===== config.mk =====
export PLATFORM = sky130hd
export DESIGN_NAME = frame_serializer
export DESIGN_NICKNAME = d
export VERILOG_FILES = /design/src/rtl/frame_serializer.sv
export SDC_FILE = /design/constraint.sdc
export NUM_CORES = 2
export LEC_CHECK = 0
export ABC_AREA = 1
export CAP_MARGIN = 20
export CORE_AREA = 2 2 614 616
export DETAILED_ROUTE_END_ITERATION = 6
export DIE_AREA = 0 0 616 618
export PLACE_DENSITY = 0.32
export SLEW_MARGIN = 15
export SYNTH_ARGS = -nofsm -noshare
export SYNTH_HDL_FRONTEND = slang
export SYNTH_SLANG_ARGS = --single-unit

===== constraint.sdc =====
create_clock -name clk -period 104.7 [get_ports clk]
set_input_delay 20.94 -clock clk [delete_from_list [all_inputs] [get_ports clk]]
set_output_delay 20.94 -clock clk [all_outputs]
set_load 0.005 [all_outputs]

===== src/rtl/frame_serializer.sv =====
// frame_serializer
//   Latches one N-sample windowed frame in a single cycle and replays it as a
//   sample-per-beat stream, so the upstream window stage never waits on the
//   downstream spectral stage. Frames that arrive while a stream is still in
//   progress are counted as drops. A frame arriving exactly on the last-beat
//   acceptance is loaded without a gap.
//
// Ports
//   clk, rst    : single clock, synchronous active-high reset
//   in          : N x DATA_W frame, element 0 is the oldest sample
//   in_valid    : one-cycle pulse qualifying `in`
//   out_data    : current sample (0 when no frame is held)
//   out_valid   : stream beat available
//   out_ready   : consumer accepts the beat on out_valid && out_ready
//   out_index   : position of the current sample within its frame
//   out_first   : current beat is sample 0
//   out_last    : current beat is sample N-1
//   busy        : a frame is held and not yet fully streamed
//   drop_count  : saturating count of frames dropped while busy
//   state_dbg   : raw FSM state (0 = IDLE, 1 = STREAM)
//
// Handshake: a beat transfers on every rising edge where out_valid and
// out_ready are both high. Once out_valid rises it stays high, and out_data,
// out_index, out_first and out_last hold their values, until that beat
// transfers. out_valid never depends on out_ready.

module frame_serializer #(
  parameter int DATA_W = 12,
  parameter int N      = 128,
  localparam int IW    = $clog2(N)
) (
  input  logic              clk,
  input  logic              rst,
  input  logic [DATA_W-1:0] in [0:N-1],
  input  logic              in_valid,
  output logic [DATA_W-1:0] out_data,
  output logic              out_valid,
  input  logic              out_ready,
  output logic [IW-1:0]     out_index,
  output logic              out_first,
  output logic              out_last,
  output logic              busy,
  output logic [7:0]        drop_count,
  output logic              state_dbg
);

  typedef enum logic {
    IDLE   = 1'b0,
    STREAM = 1'b1
  } state_t;

  state_t            state;
  logic [DATA_W-1:0] frame_buf [0:N-1];
  logic [IW-1:0]     index;
  logic [IW-1:0]     index_nxt;
  logic              accept;
  logic              last_acc;
  logic              load;
  logic              drop;

  always_comb begin
    accept    = out_valid && out_ready;
    last_acc  = accept && out_last;
    // A new frame is taken when nothing is held, or when the held frame
    // finishes on this very edge (gap-free back-to-back frames).
    load      = in_valid && (!out_valid || last_acc);
    drop      = in_valid && out_valid && !last_acc;
    index_nxt = index + IW'(1);
  end

  // Frame storage carries no reset; its contents only matter once a load
  // has put the FSM into STREAM.
  always_ff @(posedge clk) begin
    if (load && !rst) begin
      for (int i = 0; i < N; i++) begin
        frame_buf[i] <= in[i];
      end
    end
  end

  always_ff @(posedge clk) begin
    if (rst) begin
      state      <= IDLE;
      index      <= '0;
      drop_count <= '0;
      out_data   <= '0;
      out_first  <= 1'b0;
      out_last   <= 1'b0;
    end else begin
      if (drop && drop_count != 8'hFF) begin
        drop_count <= drop_count + 8'd1;
      end

      if (load) begin
        // Sample 0 comes straight from the input bus because the buffer
        // is being written on this same edge.
        state     <= STREAM;
        index     <= '0;
        out_data  <= in[0];
        out_first <= 1'b1;
        out_last  <= 1'b0;
      end else if (last_acc) begin
        state     <= IDLE;
        index     <= '0;
        out_data  <= '0;
        out_first <= 1'b0;
        out_last  <= 1'b0;
      end else if (accept) begin
        index     <= index_nxt;
        out_data  <= frame_buf[index_nxt];
        out_first <= 1'b0;
        out_last  <= (index_nxt == IW'(N - 1));
      end
    end
  end

  assign out_valid = (state == STREAM);
  assign busy      = out_valid;
  assign out_index = index;
  assign state_dbg = state;

endmodule


==> flow_summary.yaml <==
die:
  coreArea_um2: 374100
  start_util_pct: 17.19
  die-area_um2: 380700
  die_w_um: 616
  ioPinCount: 1572
  die_y_um: 618
  rows: 225
cts:
  cts_sinks: 1566
  cts_tree: "built"
  cts_max_level: 4
  cts_buffers: 200
  clk_pin_slew_ns: 0.06
  cts_max_path_buffers: 4
  cts_setup_buffers: 0
  cts-resized-gates: 0
  hold_buffers: 0
  insertion_delay_ns: 0.91
  clockRootBuffer: "clkbuf_16"
power_and_ir_drop:
  leakagePower_nw: 33.08
  clockPowerShare_pct: 43.2
  p_sw_mw: 0.3936
  power.share.switching_pct: 25.10
  internal_power_mw: 1.175
  p_per_area_nw_per_um2: 17.06
  comb_power_share_pct: 10.7
  peakVddDrop_v: 0.00001132
  seqPwrFrac_pct: 46.2
worst_setup_path:
  r2r-end: "frame_buf[122][8]"
  path_depth: 13
  cp_slowest_cell: "buf_4"
  critPathBufInv: 8
  cp.required_ns: 105.21
  worstPathCellList: "clkdlybuf4s50_1 > nand2_1 > nor2_1 > nor2_1 > inv_1 > nand2_1 > nor2_4 > buf_4 > buf_4 > buf_4 > buf_4 > buf_12 > buf_12"
  critPathMaxStageDelay_ns: 0.82
  crit_top_cell: "buf_4"
  cp-start-kind: "input port"
  arrival_ns: 27.64
  r2r-start: "busy"
  reg2reg_setup_slack_ns: 97.49
  ff2ff_path_depth: 12
  path_delay_family: "buffers and inverters"
  critical_path_class: "input port to flip-flop"
  crit_fanout: 153
  crit_path_end_kind: "flip-flop"
final_layout:
  syn_to_final_growth_pct: 42.92
  final_cells: 12420
  multi_input_area_um2: 15060
  final_util_pct: 24.57
  layout.nets: 8752
  filler_cell_count: 39870
  drive_gt1_share_pct: 4.880
  ff_latch_area_um2: 46730
  stdcell_area_um2: 91940
sta:
  final-hold-violation-count: 0
  tightestPinTransition_ns: 1.117
  layout_setup_ws_ns: 77.57
  max_slew_margin_pct: 25.54
  fin_crit_sh_pct: 25.91
  fmax_ghz: 0.03687
  rsz0062_at_grt: "no"
  fin_setup_tns_ns: 0
  skew_ns: 0.04990
  finalMaxSlewViolations: 0
  period_minus_slack_ns: 27.13
  finalSetupViolCount: 0
synthesis:
  synth_top_area_cell: "edfxtp_1"
  synth_commonest_cells: "nand2_1, edfxtp_1, nand3_1"
  synth-seq-cells: 1566
  synth-compound-area-share_pct: 2.809
  ys_types: 30
  synth_mux_area_share_pct: 0
  yosysTopAreaCellShare_pct: 71.70
  synth_top_family_by_area: "simple AND/OR/NAND/NOR gates"
  yosys.area_share.simple_pct: 20.31
  synth_xor_area_share_pct: 0.1050
  synth_nets: 7240
  synth_most_common_cell: "nand2_1"
  synthCells: 5697
  syn_avg_cell_area_um2: 11.29
  ys_warn_count: 0
  ys_top_cells_by_area: "edfxtp_1, nand2_1, nand3_1"
  async_reset_ff_share_pct: 0
  synth_area_um2: 64330
  yosysSeqAreaShare_pct: 72.63
  synthAdderAreaFrac_pct: 0.05835
  synth_edf_count: 1536
  synthFlopType: "edfxtp_1"
global_routing:
  global_route.peak_usage_layer: "met2"
  grt_max_degree: 154
  antenna_found_initial: 302
  grt_util_met3_pct: 3.872
  grt_overflow: 0
  gr-usage-met2_pct: 32.98
  grt_pass1_vias: 49970
  track_usage_pct: 18.64
  globalRouteMet1Util_pct: 22.76
  grt_pass1_wl_mm: 475.2
route:
  antenna_left: 0
  drtPass1Iterations: 7
  avgViaCountPerCell: 3.984
  drc_errors: 1
  via_count: 49480
  drt-total-wl_mm: 368.2
  routedWlPerCell_um: 29.65
  drtIter0Drc: 4101
hold_path:
  min_path_type: "flip-flop to flip-flop"
  min_to: "out_first"
  hold_depth: 2
  hp-start: "out_first"
outcome:
  status: "finished with violations"
  violations: "design-rule violations"
placed_design:
  gp_congestion: 0.8288
  io_buffers: 1571
  place_area_um2: 85620
  place.detailed.hpwl_mm: 277.3
  preCtsSetupSlack_ns: 76.64
  dp_cells: 12000
run:
  maxCapViolCount: 0
layer usage:
layer | up-vias | wire length [um] | part of all wire (%)
met5 | - | 482 | 0.13
met4 | 76 | 11370 | 3.1
met3 | 751 | 19550 | 5.3
met2 | 1803 | 184100 | 50
met1 | 24210 | 152700 | 41
li1 | 22640 | - | -
how the worst max path moves through the flow:
stage | from | to
6_report | out_ready | frame_buf[122][8]
5_1_grt | out_ready | frame_buf[48][9]
4_1_cts | out_ready | frame_buf[122][8]
3_5_place_dp | out_ready | frame_buf[113][7]
3_3_place_gp | out_ready | frame_buf[113][7]
2_1_floorplan | out_ready | frame_buf[0][0]
logic make-up (layout without fill, tap and decap cells):
kind of cell               Yosys count  after routing
AOI/OAI and AO/OA                  313            313
xor gates and xnor gates             6              6
adders and majority gates            3              3
buffers and inverters              615           2274
DFF                               1566           1566
other                                0             70
and+or+nand+nor                   3194           3194
layout by cell type, fill, tap and decap left out, types with 2 or more instances in the layout:
cell             instances
inv_8                    2
clkinv_8                 2
clkbuf_8                 8
nand2_1               1936
clkbuf_1                39
diode_2                 70
clkdlybuf4s50_1       1571
inv_2                    2
nor4_1                   3
clkinv_2                26
nor2_4                   2
o211ai_1                70
o21ai_1                 13
inv_1                  267
inv_6                    6
bufinv_16               12
clkinv_1                48
inv_16                   2
nand3_1                844
clkinvlp_4               4
a32o_1                  12
buf_12                  16
buf_4                   64
dfxtp_1                 29
nor3_1                   2
xor2_4                   3
edfxtp_1              1536
clkbuf_16              201
nor2_1                 404
o21ai_0                190
a21oi_1                 26
ha_1                     2
area by class of cell:
type	instances	share of cell area [%]
Antenna cell	70	0.1905
Sequential cell	1566	50.83
Inverter	274	1.143
Tap cell	4994	6.796
Clock inverter	100	0.9268
Clock buffer	249	5.758
Timing Repair Buffer	1651	17.97
Multi-Input combinational cell	3516	16.38
state kept, by name, indices dropped and copies added, names as in the netlist:
| signal | count |
|---|---|
| out_first | 1 |
| drop_count | 8 |
| busy | 1 |
| out_index | 7 |
| frame_buf | 1536 |
| out_data | 12 |
| out_last | 1 |
stage by stage:
stage / hold WS, ns / power [mW]
after detailed placement: 0.4725 / 0.9089
after global placement: 0.5106 / 0.9087
final: 0.4908 / 1.568
after CTS: 0.4908 / 1.598
after global routing: 0.5136 / 1.628
after floorplan: 0.4618 / 0.8554
power groups by stage:
stage	Sequential, mW	Clock [mW]	Combinational, mW
after floorplan	0.800	0	0.0554
after global placement	0.737	0	0.172
after detailed placement	0.737	0	0.172
after CTS	0.724	0.701	0.172
after global routing	0.726	0.720	0.181
final	0.724	0.677	0.167
worst reg2reg max path, stage by stage, from the launching register on:
cell     delay [ns]
dfxtp_1        0.63
nand2_1        0.33
nor2_1         0.28
nor2_1         0.10
inv_1          0.34
nand2_1        0.19
nor2_4         0.17
buf_4          0.65
buf_4          0.78
buf_4          0.84
buf_4          0.84
buf_12         0.76
buf_12         0.85
(Power assumes the default switching activity.)
